### config.mk
export PLATFORM = sky130hd
export DESIGN_NAME = wave_gen_dds
export DESIGN_NICKNAME = d
export VERILOG_FILES = /design/src/rtl/wave_gen_dds.sv
export SDC_FILE = /design/constraint.sdc
export NUM_CORES = 1
export LEC_CHECK = 0
export ABC_AREA = 0
export CAP_MARGIN = 10
export CORE_MARGIN = 2
export CORE_UTILIZATION = 45
export CTS_CLUSTER_DIAMETER = 30
export DETAILED_ROUTE_END_ITERATION = 7
export PLACE_DENSITY = 0.72
export SLEW_MARGIN = 20
export SYNTH_ARGS = -nofsm -noshare
export SYNTH_HDL_FRONTEND = slang
export SYNTH_SLANG_ARGS = --single-unit
### constraint.sdc
create_clock -name clk -period 6 [get_ports clk]
set_input_delay 1.2 -clock clk [delete_from_list [all_inputs] [get_ports clk]]
set_output_delay 1.2 -clock clk [all_outputs]
set_load 0.02 [all_outputs]
### src/rtl/wave_gen_dds.sv
// DDS waveform generator: phase accumulator, six waveform shapes, amplitude scaling and
// config updates that take effect only at a phase wrap so the output never glitches mid-period.
module wave_gen_dds #(
    parameter int DATA_W  = 8,
    parameter int PHASE_W = 16,
    parameter int LUT_AW  = 6
) (
    input  logic               clk,
    input  logic               rst,
    input  logic               en,
    input  logic               cfg_valid,
    output logic               cfg_ready,
    input  logic [2:0]         cfg_mode,
    input  logic [PHASE_W-1:0] cfg_ftw,
    input  logic [DATA_W-1:0]  cfg_amp,
    output logic [DATA_W-1:0]  sample_out,
    output logic               sample_valid,
    output logic               wrap
);

    localparam int WW    = DATA_W + 2;
    localparam int PW    = 2 * DATA_W + 2;
    localparam int LUT_N = 1 << LUT_AW;
    localparam int A_INT = (1 << (DATA_W - 1)) - 1;

    localparam logic signed [WW-1:0]     A_W     = WW'(A_INT);
    localparam logic signed [DATA_W-1:0] W_MAX   = DATA_W'(A_INT);
    localparam logic signed [DATA_W-1:0] W_MIN   = -W_MAX;
    localparam logic [DATA_W-1:0]        MID     = DATA_W'(A_INT);
    localparam logic signed [PW-1:0]     MID_P   = PW'(A_INT);
    localparam logic signed [PW-1:0]     OUT_MAX = PW'((1 << DATA_W) - 1);

    localparam logic [2:0] MODE_SQUARE = 3'd0;
    localparam logic [2:0] MODE_TRI    = 3'd1;
    localparam logic [2:0] MODE_SINE   = 3'd2;
    localparam logic [2:0] MODE_FULL   = 3'd3;
    localparam logic [2:0] MODE_HALF   = 3'd4;
    localparam logic [2:0] MODE_SAW    = 3'd5;

    // Quarter-wave entry round(A*sin(pi/2*i/N)), evaluated at elaboration with a
    // Q30 fixed-point Taylor series so no real arithmetic reaches the netlist.
    function automatic int sine_entry(input int i);
        longint half_pi_q30;
        longint x;
        longint x2;
        longint term;
        longint sum;
        half_pi_q30 = 64'sd1686629713;
        x    = (half_pi_q30 * longint'(i)) / longint'(LUT_N);
        x2   = (x * x) >>> 30;
        term = x;
        sum  = x;
        for (int k = 1; k <= 8; k++) begin
            term = (term * x2) >>> 30;
            term = term / longint'((2 * k) * (2 * k + 1));
            if (k % 2 == 1) sum = sum - term;
            else            sum = sum + term;
        end
        return int'((sum * longint'(A_INT) + 64'sd536870912) >>> 30);
    endfunction

    logic [DATA_W-1:0] lut [LUT_N];

    for (genvar g = 0; g < LUT_N; g++) begin : g_lut
        localparam int Entry = sine_entry(g);
        assign lut[g] = DATA_W'(Entry);
    end

    // Active and pending configuration
    logic [PHASE_W-1:0] acc_q;
    logic               wrap_q;
    logic [2:0]         mode_q;
    logic [PHASE_W-1:0] ftw_q;
    logic [DATA_W-1:0]  amp_q;
    logic               pend_q;
    logic [2:0]         pmode_q;
    logic [PHASE_W-1:0] pftw_q;
    logic [DATA_W-1:0]  pamp_q;

    // Pipeline stages
    logic signed [DATA_W-1:0] w1_q;
    logic [DATA_W-1:0]        amp1_q;
    logic                     v1_q;
    logic [DATA_W-1:0]        sample_q;
    logic                     valid_q;

    logic [PHASE_W:0]   sum_w;
    logic               carry;
    logic [PHASE_W-1:0] acc_d;
    logic               accept;
    logic               apply;

    // Handshake: a config transfers on an edge where cfg_valid and cfg_ready are both high.
    // cfg_ready is low while a config is pending, so an offer held high simply waits.
    assign sum_w     = {1'b0, acc_q} + {1'b0, ftw_q};
    assign carry     = sum_w[PHASE_W];
    assign acc_d     = sum_w[PHASE_W-1:0];
    assign cfg_ready = ~pend_q;
    assign accept    = cfg_valid & ~pend_q;
    assign apply     = pend_q & (~en | carry);

    logic                     msb;
    logic [DATA_W-1:0]        tri_t;
    logic [DATA_W-1:0]        saw_t;
    logic [LUT_AW-1:0]        sin_idx;
    logic [DATA_W-1:0]        sin_mag;
    logic signed [WW-1:0]     sin_mag_s;
    logic signed [WW-1:0]     tri_s;
    logic signed [WW-1:0]     saw_s;
    logic signed [WW-1:0]     raw_w;
    logic signed [DATA_W-1:0] w_d;

    always_comb begin
        msb       = acc_q[PHASE_W-1];
        tri_t     = acc_q[PHASE_W-2 -: DATA_W];
        saw_t     = acc_q[PHASE_W-1 -: DATA_W];
        sin_idx   = acc_q[PHASE_W-2] ? ~acc_q[PHASE_W-3 -: LUT_AW] : acc_q[PHASE_W-3 -: LUT_AW];
        sin_mag   = lut[sin_idx];
        sin_mag_s = $signed({2'b00, sin_mag});
        tri_s     = $signed({2'b00, tri_t});
        saw_s     = $signed({2'b00, saw_t});
        raw_w     = '0;
        case (mode_q)
            MODE_SQUARE: raw_w = msb ? -A_W : A_W;
            MODE_TRI:    raw_w = msb ? (A_W - tri_s) : (tri_s - A_W);
            MODE_SINE:   raw_w = msb ? -sin_mag_s : sin_mag_s;
            MODE_FULL:   raw_w = sin_mag_s;
            MODE_HALF:   raw_w = msb ? '0 : sin_mag_s;
            MODE_SAW:    raw_w = saw_s - A_W;
            default:     raw_w = '0;
        endcase
        if (raw_w > A_W)       w_d = W_MAX;
        else if (raw_w < -A_W) w_d = W_MIN;
        else                   w_d = raw_w[DATA_W-1:0];
    end

    logic [DATA_W:0]      amp_p1;
    logic signed [PW-1:0] prod;
    logic signed [PW-1:0] shifted;
    logic signed [PW-1:0] biased;
    logic [DATA_W-1:0]    sample_d;

    // Scale by (amp+1)/2^DATA_W with floor, recentre on midscale, clamp to the DAC range.
    always_comb begin
        amp_p1  = {1'b0, amp1_q} + (DATA_W + 1)'(1);
        prod    = $signed({{(PW - DATA_W){w1_q[DATA_W-1]}}, w1_q})
                * $signed({{(PW - DATA_W - 1){1'b0}}, amp_p1});
        shifted = prod >>> DATA_W;
        biased  = shifted + MID_P;
        if (biased[PW-1])          sample_d = '0;
        else if (biased > OUT_MAX) sample_d = '1;
        else                       sample_d = biased[DATA_W-1:0];
    end

    always_ff @(posedge clk) begin
        if (rst) begin
            acc_q   <= '0;
            wrap_q  <= 1'b0;
            mode_q  <= MODE_SQUARE;
            ftw_q   <= '0;
            amp_q   <= '1;
            pend_q  <= 1'b0;
            pmode_q <= MODE_SQUARE;
            pftw_q  <= '0;
            pamp_q  <= '1;
        end else begin
            if (en) acc_q <= acc_d;
            wrap_q <= en & carry;
            // The sample for the wrapping phase was taken with the old config above.
            if (apply) begin
                mode_q <= pmode_q;
                ftw_q  <= pftw_q;
                amp_q  <= pamp_q;
                pend_q <= 1'b0;
            end else if (accept) begin
                pmode_q <= cfg_mode;
                pftw_q  <= cfg_ftw;
                pamp_q  <= cfg_amp;
                pend_q  <= 1'b1;
            end
        end
    end

    always_ff @(posedge clk) begin
        if (rst) begin
            w1_q     <= '0;
            amp1_q   <= '1;
            v1_q     <= 1'b0;
            sample_q <= MID;
            valid_q  <= 1'b0;
        end else begin
            if (en) begin
                w1_q   <= w_d;
                amp1_q <= amp_q;
            end
            v1_q    <= en;
            if (v1_q) sample_q <= sample_d;
            valid_q <= v1_q;
        end
    end

    assign sample_out   = sample_q;
    assign sample_valid = valid_q;
    assign wrap         = wrap_q;

endmodule
* Word-level counts from Yosys, hierarchy flattened *
Memory sizes are Yosys's and may differ from the RTL's.
Index checks and enable logic that the tools add are counted.
W data, S select, Z words.

operators by class
  add/sub/neg operators = 7
  multipliers = 1
  div/mod/pow operators = 0
  order comparisons = 4
  equality and inequality tests = 5
  shift-type cells = 0
  mux-type cells = 12
  bitwise operators = 9
  reduce and logical (&&, ||, !) cells = 3

operators by type and width
  kind                     count
  $pmux W10 S6             1
  $mux W8                  7
  $mux W10                 3
  $mul A8 B10 Y18          1
  $sub A8 B7 Y9 const B    2
  $add A16 B16 Y17         1
  $add A10 B8 Y11 const B  1
  $gt A11 B9 Y1 const B    1
  $gt A10 B8 Y1 const B    1
  $lt A10 B8 Y1 const B    1
  $neg A8 Y10              1
  $add A8 B1 Y9 const B    1
  $sub A7 B8 Y9 const A    1
  $ge A7 B7 Y1 const B     1
  $not A6 Y7               1
  $eq A3 B2 Y1 const B     2
  $eq A3 B3 Y1 const B     2
  $mux W6                  1
  $not A6 Y6               1
  $and A1 B1 Y1            3
  $eq A3 B1 Y1 const B     1
  $logic_not A3 Y1         1
  $not A1 Y1               3
  $reduce_and A2 Y1        1
  2 further kinds          2

word-level totals
  register bits = 98
  bits in latches = 0
  RAM bits = 0
  memory bits (read-only) = 512
  output and inout port bits = 11
  memories kept = 1

memories
  name              words  bits a word  read ports  clocked after Yosys merged registers in  write ports  RTL line  source
  (name not given)  64     8            1           0                                        0            118       sin_mag = lut[sin_idx];

* Logic depth before layout (Yosys ltp) *
  word-level depth = 12
  depth in mapped cells = 23
  gate-level depth less buffers = 23

* Least setup slack after synthesis *
OpenSTA, ideal clock, no wires.

  kind = register to register
  from = register amp1_q[0]
  to = register sample_q[0], in the netlist sample_out[0]
  data arrival time = 6.017 ns
  required time = 5.846 ns
  slack = -0.172 ns
  stages on the path, launching flop included = 22
  buffers on the path = 1
  cell sequence = dfxtp_1 -> clkbuf_1 -> and3_1 -> nand3_1 -> nor2_1 -> xor2_1 -> nand2_1 -> fa_1 -> fa_1 -> inv_1 -> fa_1 -> fa_1 -> ha_1 -> nand4_1 -> o221a_2 -> o21ai_1 -> mux2i_1 -> nand4b_2 -> a2111oi_2 -> nor3_1 -> a221oi_2 -> o311ai_0

on the way
  longest elaborated chain between the ends = 6

RTL lines
  element                 RTL line  source
  start, declared         82        logic [DATA_W-1:0] amp1_q;
  start signal, assigned  194       amp1_q <= amp_q;
  $add A8 B1 Y9 (*)       145       amp_p1 = {1'b0, amp1_q} + (DATA_W + 1)'(1);
  $mul A8 B10 Y18 (*)     147       * $signed({{(PW - DATA_W - 1){1'b0}}, amp_p1});
  $add A10 B8 Y11 (*)     149       biased = shifted + MID_P;
  $gt A11 B9 Y1           151       else if (biased > OUT_MAX) sample_d = '1;
  $mux W8                 151
  $mux W8 (*)             150       if (biased[PW-1]) sample_d = '0;
  end signal, assigned    197       if (v1_q) sample_q <= sample_d;
  end, declared           84        logic [DATA_W-1:0] sample_q;

Every way passes the cells marked *; elsewhere a longest branch is shown, timed or not.
A chain may end at the register's enable or synchronous reset.

* Worst setup path after layout *
  from = register amp1_q[1]
  to = register sample_q[1], in the netlist sample_out[1]

Same word-level chain as after synthesis.

==> run_results.csv <==
group,metric,value,unit
run_status,outcome,"finished clean",
clock_tree,htreeDepth,3,
power_and_ir_drop,p_switching,542.0,uW
final_layout,finalNetCount,1285,
final_layout,multi_input_area,6744,um^2
yosys,synthCells,1116,
yosys,synth_nets,1259,
floorplanning,row_count,51,
clock_tree,cts_tree,"yes",
sta,drv_slew,0,
yosys,ys_top_cells_by_area,"dfxtp_1 (22%), ha_1 (9.6%), fa_1 (9.3%)",
floorplanning,dieWidth,146.1,um
critical_path,cp.required,6.22,ns
critical_path,arrival,6.03,ns
power_and_ir_drop,p_total,1788,uW
sta,setup_viol,0,
critical_path,critPathKind,"reg2reg",
place,io_buffers,41,
place,place_worst_setup_slack,-0.3516,ns
yosys,synth_cell_types,86,
power_and_ir_drop,clkPwrFrac,34.4,%
final_layout,synthToLayoutAreaGrowth,14.01,%
final_layout,fillCellCount,1867,
global_routing,grt-ovfl-total,0,
place,place.gp.congestion,0.8962,
detailed_routing,avgRoutedWirePerCell,14.81,um
yosys,yosysWarningCount,0,
detailed_routing,drtIter0Drc,541,
clock_tree,cts_sinks,98,
yosys,yosysMostFrequentCell,"nand2_1",
sta,worst_pin_slew,0.9381,ns
yosys,synth_edf_count,0,
global_routing,grt.total_usage,19.69,%
critical_path,worstPathMaxFanout,7,
floorplanning,fp.dieH,146.1,um
yosys,ys.flop_type,"dfxtp_1",
floorplanning,initial_core_util,46.22,%
clock_tree,numCtsBuffers,9,
sta,finalCritPeriodShare,96.81,%
yosys,yosysTopAreaCell,"dfxtp_1",
sta,max_freq,172.2,MHz
global_routing,grt_pass1_wl,35800,um
job,maxCapViolations,0,
clock_tree,clkTransAtPathRegs,0.07,ns
detailed_routing,vias,7974,
floorplanning,die_area,21340,um^2
power_and_ir_drop,sequentialPowerShare,39.4,%
power_and_ir_drop,p_int,1246,uW
yosys,postSynthAreaPerCell,8.140,um^2
detailed_routing,wirelength,20920,um
detailed_routing,ant_nets,0,
clock_tree,clk_path_buf_depth,2,
place,dp_hpwl,15400,um
sta,relSlewSlack,37.31,%
global_routing,grt_pass1_vias,7586,
power_and_ir_drop,p_per_area,172.7,nW/um^2
clock_tree,holdBufCountCts,0,
critical_path,endpoint_kind,"flip-flop",
min_path,hold_class,"reg2reg",
floorplanning,ioPinCount,42,
power_and_ir_drop,ir_drop,0.1417,mV
yosys,syn_area,9084,um^2
sta,fin_ws,0.1914,ns
final_layout,diodes,0,
critical_path,startpoint_type,"flip-flop",
yosys,synth_top_area_share,21.60,%
final_layout,drive_above_1_share,10.29,%
power_and_ir_drop,power_frac_comb,26.3,%
clock_tree,insertion_delay,0.35,ns
floorplanning,core,19650,um^2
sta,fin_skew,0.01101,ns
sta,hold_violations,0,
final_layout,regArea,1969,um^2
global_routing,grt_max_degree,65,
clock_tree,cts_root_buffer,"clkbuf_16",
yosys,ys_seq_elements,98,
global_routing,antenna_found_initial,0,
detailed_routing,drcViolationCount,0,
yosys,seq_area_frac_synth,21.60,%
power_and_ir_drop,netSwitchingFraction,30.31,%
power_and_ir_drop,p_leak,0.004628,uW
yosys,async_reset_ff_share,0,%
detailed_routing,post_drt_via_cell_ratio,5.647,
sta,fin_crit,5.809,ns
yosys,synth_common_cells,"nand2_1 (134), dfxtp_1 (98), nor2_1 (85)",
detailed_routing,firstDrtPassIters,6,
-- registers in the layout, summed over array words and instances (netlist names) --
register	count
sample_valid	1
amp_q	8
mode_q	3
amp1_q	8
pend_q	1
ftw_q	16
w1_q	8
pmode_q	3
sample_out	8
pamp_q	8
pftw_q	16
acc_q	16
wrap	1
v1_q	1
-- worst max-delay path: stages, from the launching register on --
cell and delay [ns]:
dfxtp_2 0.32, buf_4 0.11, and3_4 0.19, nand3_4 0.09
nor2_4 0.12, xor2_2 0.18, buf_4 0.14, and2_1 0.14
fa_1 0.44, fa_1 0.49, fa_1 0.55, inv_1 0.06
fa_1 0.53, inv_1 0.06, ha_4 0.25, or2_2 0.32
a211oi_1 0.22, mux2i_1 0.18, a21boi_4 0.25, nand4_1 0.19
nor2_2 0.18, o21ai_0 0.12, a221oi_2 0.28, buf_4 0.18
o311ai_1 0.09
-- area by class of cell --
cell class	instances	area share, %
sequential	98	19.02
clock buffer	11	2.440
multi-input combinational	879	65.12
inverter	70	2.537
timing repair buffer	84	7.032
tap	265	3.202
clock inverter	5	0.6524
-- repair_timing --
| item | CTS | global route |
|---|---|---|
| cloned | 0 | 0 |
| buffers inserted | 0 | 3 |
| resized for setup | 8 | 32 |
| setup endpoints to repair | 8 | 8 |
| pin swaps | 0 | 19 |
-- per-layer routing --
| metal | part of all wire [%] | global-route usage, % | wire, um | vias to the layer above |
|---|---|---|---|---|
| li1 | - | - | - | 3967 |
| met1 | 44 | 24.87 | 9268 | 3791 |
| met2 | 49 | 35.02 | 10330 | 182 |
| met3 | 4.2 | 2.594 | 872 | 34 |
| met4 | 2.1 | 5.971 | 446 | 0 |
| met5 | 0 | 0 | 0 | - |
-- metrics by stage --
stage               hold slack, ns  instances  cell area [um^2]  util [%]  TNS [ns]
global placement            0.4422       1393              9811     49.92   -0.6620
floorplan                   0.4357       1116              9100         -         0
finish                      0.4564       1412             10360     52.69         0
CTS                         0.4565       1409             10160     51.71         0
detailed placement          0.4464       1393              9811     49.92    -2.433
global route                0.4759       1412             10360     52.69   -0.5754
-- power groups by stage --
stage | clock [uW] | combinational (uW) | sequential [uW]
after floorplan | 0 | 303 | 713
after global placement | 0 | 423 | 717
after detailed placement | 0 | 431 | 718
after CTS | 628 | 440 | 703
after global routing | 651 | 525 | 708
final | 615 | 470 | 704
-- kinds of logic after synthesis --
kind of cell,after synthesis,share of synthesized area [%]
AND/OR/NAND/NOR,403,21.89
buffers and inverters,139,6.584
XOR/XNOR,48,4.628
AO/OA/AOI/OAI,260,19.99
adder cells (fa/ha/maj),113,19.01
flip-flops,98,21.60
multiplexers,55,6.309
-- worst paths after layout --
kind,startpoint,endpoint,slack (ns),depth (start not counted)
max reg2reg,amp1_q[1]$_SDFFE_PP1P_,sample_out[1]$_SDFFE_PP1P_,0.19,24
max,amp1_q[1]$_SDFFE_PP1P_,sample_out[1]$_SDFFE_PP1P_,0.19,24
min reg2reg,pftw_q[12]$_SDFFE_PP0P_,pftw_q[12]$_SDFFE_PP0P_,0.46,2
min,pftw_q[12]$_SDFFE_PP0P_,pftw_q[12]$_SDFFE_PP0P_,0.46,2
-- cells in the final DEF (no fill, tap or decap), types with 6 or more instances in the layout --
master,n
o21a_1,6
nor3_1,15
o211ai_1,13
a211o_1,7
o221ai_1,7
a21oi_1,65
a31oi_1,10
or2_2,10
or3_1,7
a211oi_1,13
nor2_1,82
o22ai_1,7
a21o_1,12
ha_1,67
xor2_1,22
buf_4,43
inv_1,66
mux2i_1,49
and2_1,33
nand2b_1,23
nor2b_1,37
clkbuf_16,9
dfxtp_1,94
clkdlybuf4s50_1,40
nand2_1,134
nand3_1,19
o21ai_0,38
xnor2_1,22
fa_1,42
(Power assumes the default switching activity.)
